### src/rtl/fetch_stage_pkg.sv
// Shared definitions for the instruction fetch stage: word size, state
// encoding and the default bubble instruction.
package fetch_stage_pkg;

  localparam int ISIZE = 16;

  localparam logic [ISIZE-1:0] NOP_INST_DEF = 16'h0000;

  typedef enum logic [1:0] {
    ST_BUBBLE = 2'd0,
    ST_RUN    = 2'd1,
    ST_HOLD   = 2'd2
  } fetch_state_e;

endpackage

### src/rtl/fetch_pc_reg.sv
// Fetch address register: reset to RESET_PC, load on redirect, otherwise
// advance by one (wrapping) when inc_en is set.
module fetch_pc_reg
  import fetch_stage_pkg::*;
#(
  parameter logic [ISIZE-1:0] RESET_PC = 16'h0000
) (
  input  logic             clk,
  input  logic             rst,
  input  logic             load,
  input  logic [ISIZE-1:0] load_val,
  input  logic             inc_en,
  output logic [ISIZE-1:0] pc
);

  logic [ISIZE-1:0] pc_d;
  logic [ISIZE-1:0] pc_q;

  always_comb begin
    pc_d = pc_q;
    if (load) begin
      pc_d = load_val;
    end else if (inc_en) begin
      pc_d = pc_q + 16'd1;
    end
  end

  always_ff @(posedge clk) begin
    if (rst) begin
      pc_q <= RESET_PC;
    end else begin
      pc_q <= pc_d;
    end
  end

  assign pc = pc_q;

endmodule

### src/rtl/fetch_stage.sv
// Instruction fetch stage: drives a 1-cycle-latency instruction memory and
// presents instructions to decode, holding them across decode stalls.
module fetch_stage
  import fetch_stage_pkg::*;
#(
  parameter logic [ISIZE-1:0] RESET_PC = 16'h0000,
  parameter logic [ISIZE-1:0] NOP_INST = NOP_INST_DEF
) (
  input  logic             clk,
  input  logic             rst,
  input  logic             stall,
  input  logic             redirect,
  input  logic [ISIZE-1:0] redirect_pc,
  output logic [ISIZE-1:0] imem_addr,
  output logic             imem_rd,
  input  logic [ISIZE-1:0] imem_data,
  output logic [ISIZE-1:0] inst_out,
  output logic             inst_valid,
  output logic [ISIZE-1:0] pc_out,
  output logic [ISIZE-1:0] npc_out
);

  fetch_state_e     state_d, state_q;
  logic [ISIZE-1:0] hold_inst_d, hold_inst_q;
  logic [ISIZE-1:0] hold_pc_d, hold_pc_q;
  logic [ISIZE-1:0] disp_pc_d, disp_pc_q;
  logic [ISIZE-1:0] fetch_pc;
  logic             pc_inc;
  logic             pc_load;
  logic             valid_c;

  fetch_pc_reg #(.RESET_PC(RESET_PC)) u_pc_reg (
    .clk      (clk),
    .rst      (rst),
    .load     (pc_load),
    .load_val (redirect_pc),
    .inc_en   (pc_inc),
    .pc       (fetch_pc)
  );

  always_comb begin
    state_d     = state_q;
    hold_inst_d = hold_inst_q;
    hold_pc_d   = hold_pc_q;
    disp_pc_d   = disp_pc_q;
    pc_inc      = 1'b0;
    pc_load     = 1'b0;
    valid_c     = 1'b0;
    case (state_q)
      ST_BUBBLE: begin
        pc_inc  = 1'b1;
        state_d = ST_RUN;
      end
      ST_RUN: begin
        valid_c = 1'b1;
        if (stall) begin
          // Memory data is only good for one cycle, so capture it for replay.
          hold_inst_d = imem_data;
          hold_pc_d   = disp_pc_q;
          state_d     = ST_HOLD;
        end else begin
          pc_inc = 1'b1;
        end
      end
      ST_HOLD: begin
        valid_c = 1'b1;
        if (!stall) begin
          pc_inc  = 1'b1;
          state_d = ST_RUN;
        end
      end
      default: state_d = ST_BUBBLE;
    endcase
    // A taken branch squashes whatever is presented, including held work.
    if (redirect) begin
      valid_c     = 1'b0;
      pc_inc      = 1'b0;
      pc_load     = 1'b1;
      state_d     = ST_BUBBLE;
      hold_inst_d = NOP_INST;
      hold_pc_d   = '0;
    end
    if (pc_inc || pc_load) begin
      disp_pc_d = fetch_pc;
    end
  end

  always_ff @(posedge clk) begin
    if (rst) begin
      state_q     <= ST_BUBBLE;
      hold_inst_q <= NOP_INST;
      hold_pc_q   <= '0;
      disp_pc_q   <= '0;
    end else begin
      state_q     <= state_d;
      hold_inst_q <= hold_inst_d;
      hold_pc_q   <= hold_pc_d;
      disp_pc_q   <= disp_pc_d;
    end
  end

  always_comb begin
    imem_addr  = fetch_pc;
    imem_rd    = !rst;
    inst_valid = !rst && valid_c;
    inst_out   = NOP_INST;
    pc_out     = '0;
    if (inst_valid) begin
      inst_out = (state_q == ST_HOLD) ? hold_inst_q : imem_data;
    end
    if (!rst) begin
      pc_out = (state_q == ST_HOLD) ? hold_pc_q : disp_pc_q;
    end
    npc_out = pc_out + 16'd1;
  end

endmodule

### config.mk
export PLATFORM = sky130hd
export DESIGN_NAME = fetch_stage
export DESIGN_NICKNAME = d
export VERILOG_FILES = /design/src/rtl/fetch_stage_pkg.sv /design/src/rtl/fetch_pc_reg.sv /design/src/rtl/fetch_stage.sv
export SDC_FILE = /design/constraint.sdc
export NUM_CORES = 1
export LEC_CHECK = 0
export ABC_AREA = 1
export CAP_MARGIN = 20
export CORE_UTILIZATION = 49
export DETAILED_ROUTE_END_ITERATION = 7
export PLACE_DENSITY = 0.78
export SYNTH_ARGS = -nofsm -noshare
export SYNTH_HDL_FRONTEND = slang
export SYNTH_SLANG_ARGS = --single-unit
export TNS_END_PERCENT = 100
### constraint.sdc
create_clock -name clk -period 2.79 [get_ports clk]
set_input_delay 0.558 -clock clk [delete_from_list [all_inputs] [get_ports clk]]
set_output_delay 0.558 -clock clk [all_outputs]
set_load 0.005 [all_outputs]
==> flow_summary_export.csv <==
group,metric,value,unit
finish,area.growth.synth_to_final,45.1,%
sta,fin_crit,2.96,ns
place,pre_cts_ws,-0.360,ns
sta,max_freq,0.338,GHz
synthesis,synth.distinct_cells,27,
synthesis,yosysTopAreaCell,"dfxtp_1",
place,portBuffers,101,
power,p_sw_share,29.4,%
routing,drtPass1Iterations,6,
setup_path,cp_max_fo,8,
cts,clock_sinks,66,
cts,clock_path_buffers,2,
power,ir_worst_vdd,0.258,mV
synthesis,synth_ff_type,"dfxtp_1",
worst_hold_path,hold_path_class,"register to register",
cts,clock-root-buffer,"clkbuf_8",
routing,wire_per_inst,12.8,µm
floorplanning,die_h,90.6,µm
grt,grt_max_degree,42,
floorplanning,io-pin-count,102,
routing,drc,0,
setup_path,r2r_end,"disp_pc_q[8]",
status,violations,"setup timing",
finish,nNetsFinal,791,
floorplanning,coreArea,0.00741,mm²
place,hpwl,7.66,mm
setup_path,end_kind,"output port",
setup_path,start_kind,"register",
sta,hold_viol_final,0,
synthesis,yosys.area.top_type_share,34.3,%
grt,grtUsageTotal,26.4,%
cts,cts_tree,"done",
floorplanning,row_count,31,
synthesis,synthTopCellsByArea,"dfxtp_1, nand2_1, o21ai_0",
worst_hold_path,min_delay_path_depth,2,
floorplanning,die_w,90.6,µm
setup_path,critPathLaunch,"state_q[0]",
sta,fin_crit_sh,106,%
power,cellLeakagePower,2.41,nW
grt,grt_pass1_vias,3847,
synthesis,synth_seq_cells,66,
grt,grt_pass1_wl,17.9,mm
power,clkPwrFrac,30.6,%
routing,drt_iter0_drc,273,
worst_hold_path,min_to,"hold_pc_q[13]",
synthesis,ys_async_sr_fraction,0,%
power,power.share.sequential,45.3,%
synthesis,synth_area,0.00385,mm²
place,gp_congestion,0.889,
status,status,"complete, but fails checks",
power,comb_power_share,24.1,%
setup_path,ff2ff_setup_slack,0.72,ns
cts,clk_pin_slew_worst_paths,0.07,ns
job,max_cap_violations,0,
setup_path,r2r_start,"state_q[1]",
sta,fin_ws,-0.168,ns
synthesis,postSynthCellCount,620,
sta,relSlewSlack,49.5,%
power,internal_power,0.00164,W
setup_path,critPathArrivalTime,2.40,ns
synthesis,synth_warnings,0,
place,placed_area,0.00519,mm²
synthesis,synth_nets,663,
sta,finalSetupViolations,5,
setup_path,r2r_cells,10,
sta,whs,0.453,ns
finish,layout-drive-gt1-share,15.6,%
grt,antenna_found_initial,0,
sta,slew_viol_final,0,
cts,numCtsBuffers,9,
finish,design_area,0.00558,mm²
routing,vias,4382,
routing,routed_wirelength,10.9,mm
synthesis,synth_area_per_cell,6.21,µm²
routing,routed_via_density,5.15,
routing,antenna_left,0,
finish,diodes,0,
floorplanning,start_util,51.9,%
synthesis,synth_edf_count,0,
cts,htree_num_levels,3,
floorplanning,die_area,0.00821,mm²
cts,clk_latency,0.34,ns
grt,overflow,0,
sta,rsz0062_at_grt,"yes",
setup_path,worst-setup-path-type,"register to output port",
synthesis,ys_seq_area_share,34.3,%
setup_path,required,2.23,ns
power,pwr_density_cell,416,mW/mm²
sta,clock_skew,0.00715,ns
sta,tightest_slew,0.757,ns
worst_hold_path,hold_start,"hold_pc_q[13]",
power,switchingPower,0.000681,W
## power groups by stage
stage / Sequential, W / Combinational [W] / Clock [W]
after floorplan: 0.00106 / 0.000259 / 0
after global placement: 0.00107 / 0.000523 / 0
after detailed placement: 0.00107 / 0.000534 / 0
after CTS: 0.00105 / 0.000543 / 0.000725
after global routing: 0.00106 / 0.000619 / 0.000768
final: 0.00105 / 0.000558 / 0.000710
## cells in the mapped netlist, types with 2 or more instances
library cell / n
nand2_1: 135
nor2_1: 85
o21ai_0: 72
a21oi_1: 68
inv_1: 68
dfxtp_1: 66
nand3_1: 39
clkbuf_1: 18
buf_2: 8
inv_2: 8
ha_1: 7
nand4_1: 7
nor2_2: 7
xor2_1: 7
a31oi_1: 5
buf_4: 3
nand3_2: 3
o21ai_1: 3
buf_1: 2
nor3_1: 2
## logic make-up (layout without fill, tap and decap cells)
group                      Yosys count  count (layout)  synth area share [%]
xor gates and xnor gates             8               8                  1.82
buffers and inverters              107             239                  11.0
DFF                                 66              66                  34.3
adders and majority gates            7               7                  2.28
and+or+nand+nor                    282             282                  30.8
AOI/OAI and AO/OA                  150             150                  19.8
## stage by stage
stage | power [W] | std cells | utilization, % | TNS [ns]
final | 0.00232 | 851 | 75.3 | -0.698
after floorplan | 0.00132 | 620 | - | 0
after CTS | 0.00232 | 847 | 73.3 | -0.947
after global routing | 0.00244 | 851 | 75.3 | -1.54
after global placement | 0.00159 | 832 | 70.1 | -3.63
after detailed placement | 0.00160 | 832 | 70.1 | -5.26
## worst max-delay path by stage
stage | end | depth (start not counted)
6_report | npc_out[14] | 13
5_1_grt | npc_out[14] | 11
4_1_cts | npc_out[10] | 13
3_5_place_dp | npc_out[10] | 12
3_3_place_gp | npc_out[8] | 10
2_1_floorplan | npc_out[8] | 11
## critical path: stages, from the launching register on
cell and delay (ns):
dfxtp_2 0.33, inv_2 0.05, ha_4 0.21, nand2_1 0.08, nand2_1 0.06, nor2_2 0.14, ha_2 0.19, inv_2 0.06
nor2_4 0.13, nand3_4 0.10, inv_2 0.07, nand3_1 0.08, nand2_1 0.07, clkdlybuf4s50_1 0.49
## registers in the layout (all words and copies together) (netlist names)
register     cells
state_q          2
hold_pc_q       16
disp_pc_q       16
u_pc_reg.pc     16
hold_inst_q     16
## repair_timing
action | in CTS | in global routing
cloned | 0 | 1
setup endpoints to repair | 41 | 29
setup buffers | 0 | 3
resized for setup | 31 | 38
endpoints found under the hold margin | 0 | 0
hold buffers | 0 | 0
pin swaps | 6 | 10
## per-layer routing
| layer | global-route usage, % | vias to the layer above | routed length [µm] |
|---|---|---|---|
| met1 | 36.0 | 1977 | 5130 |
| met4 | 5.51 | 0 | 107 |
| li1 | - | 2248 | - |
| met5 | 0 | - | 0 |
| met2 | 43.5 | 144 | 5070 |
| met3 | 4.55 | 13 | 558 |
## cells in the final DEF (no fill, tap or decap), types with 7 or more instances in the layout
master and n:
o21ai_0 70, a21oi_1 66, nand2_1 130, clkbuf_8 11, nand4_1 7, inv_1 65, dfxtp_1 64, nor2_4 10
buf_4 43, nand3_1 34, inv_2 9, nor2_2 11, clkdlybuf4s50_1 87, xor2_1 7, nor2_1 72
## cell type report
class	instances	area, µm²
clock buffer	12	155
clock inverter	3	15.0
fill	616	1830
inverter	76	290
multi-input combinational	447	2270
sequential	66	1320
tap	99	124
timing repair buffer	148	1410
Note: power is estimated with default switching activity, not from simulation.
==> RTL change: new RTL, same flow settings <==
`hold_pc_q` no longer has a reset.
--- a/src/rtl/fetch_stage.sv
+++ b/src/rtl/fetch_stage.sv
@@ -90,12 +90,14 @@
       state_q     <= ST_BUBBLE;
       hold_inst_q <= NOP_INST;
-      hold_pc_q   <= '0;
       disp_pc_q   <= '0;
     end else begin
       state_q     <= state_d;
       hold_inst_q <= hold_inst_d;
-      hold_pc_q   <= hold_pc_d;
       disp_pc_q   <= disp_pc_d;
     end
+  end
+
+  always_ff @(posedge clk) begin
+    hold_pc_q <= hold_pc_d;
   end
 
Check against the original RTL: no difference found for any inputs over 4 cycles, from zero or initial values and one cycle with rst high; that may be too few to reach the edited logic, so the function may still have changed.
==> RTL change against the original RTL <==
Combinational power up 9.1%. Total power increased by 16%. The flow still finishes with violations (negative setup slack). Largest cell class unchanged. Final area up 6.2%. Count of clock-buffer cells in the layout shrank 1. Worst setup slack better by 0.060 ns. Routed wire length increased by 12%. Non-clock buffer count rose by 25. Largest power group unchanged. Sequential cell count did not move. Synthesized area up 1.2%.
==> RTL change: results (changes against the original RTL) <==
metric,value,unit,change
violations,negative setup slack,,
globalplace.congestion,0.840,,-5.6%
cp.arrival,2.34,ns,-0.06 ns
placed_cell_area,5220,µm²,+0.53%
hpwl,7.72,mm,+0.75%
drive_gt1_frac,0.216,,+0.0604
vdd_drop_max,0.000364,V,+41%
syn_nets,661,,-0.30%
first_pass_iters,5,,-1
worst_slack,-0.108,ns,+0.0601 ns
crit_path_max_fanout,7,,-1
finalSetupViolCount,5,,unchanged
grt_pass1_wl,19.1,mm,+6.2%
clk-insertion-delay-late,0.36,ns,+0.02 ns
synth_compound_area_frac,0.201,,+0.00311
critical-path-max-stage-delay,0.33,ns,-0.16 ns
nets,816,,+3.2%
wl,12.2,mm,+12%
post_cts_buffers,13,,+13
synth-seq-area-share,0.339,,-0.00408
grt_max_degree,34,,-19%
comb_power_share,0.227,,-0.014
postSynthCellCount,618,,-0.32%
wl_per_cell,13.8,µm,+8.4%
crit_slowest_cell,dfxtp_2,,
synth_area_leaders,"dfxtp_1 34%, nand2_1 13%, a21oi_1 9.4%",,
clock_skew,0.0121,ns,+0.00491 ns
synth_warnings,0,,unchanged
p_leak,2.78,nW,+16%
vias,4654,,+6.2%
synthAdderAreaFrac,0.0225,,-0.000271
yosys.area.top_type_share,0.339,,-0.00408
outcome,"finished, violations left",,
synth_xor_area_frac,0.0180,,-0.000217
switching_share,0.278,,-0.0161
-- RTL change: area by class of cell --
class	count	area (µm²)
multi-input cells	449	2350
fillers	560	1760
repair buffers	173	1580
flip-flops and latches	66	1320
inverters	73	284
clock buffers	11	151
well taps	102	128
clock inverters	5	100
repair inverters	1	7.51
-- RTL change: worst paths after layout --
| path | slack [ns] | end | start |
|---|---|---|---|
| worst max register to register | 0.60 | disp_pc_q[6]$_SDFFE_PP0P_ | state_q[1]$_SDFFE_PP0P_ |
| worst min-delay path | 0.46 | hold_pc_q[13]$_SDFFE_PP0P_ | hold_pc_q[13]$_SDFFE_PP0P_ |
| worst min register to register | 0.46 | hold_pc_q[13]$_SDFFE_PP0P_ | hold_pc_q[13]$_SDFFE_PP0P_ |
| worst max-delay path | -0.11 | npc_out[14] | state_q[0]$_SDFFE_PP0P_ |
-- RTL change: routing by layer --
layer	share of wire	track usage
met3	0.064	0.0503
met4	0.036	0.104
met1	0.43	0.353
met2	0.47	0.489
met5	0	0
-- RTL change: through the flow --
stage               total power, mW  hold WS (ns)  setup slack, ns   util
CTS                            2.65         0.458           -0.168  0.740
global placement               1.61         0.439           -0.307  0.679
finish                         2.69         0.456           -0.108  0.771
detailed placement             1.63         0.445           -0.397  0.679
floorplan                      1.34         0.429            0.389      -
global route                   2.81         0.481           -0.240  0.771
-- RTL change: kinds of logic after synthesis --
group	Yosys count
and+or+nand+nor	280
buffers and inverters	103
AOI/OAI and AO/OA	154
adders and majority gates	7
xor gates and xnor gates	8
DFF	66
-- RTL change: tightest hold or removal path, delay by kind of cell, from the launching register on --
| kind | cells | cell delay, ns |
|---|---|---|
| AO/OA/AOI/OAI | 1 | 0.05 |
| buffers and inverters | 1 | 0.06 |
| flip-flops | 1 | 0.30 |
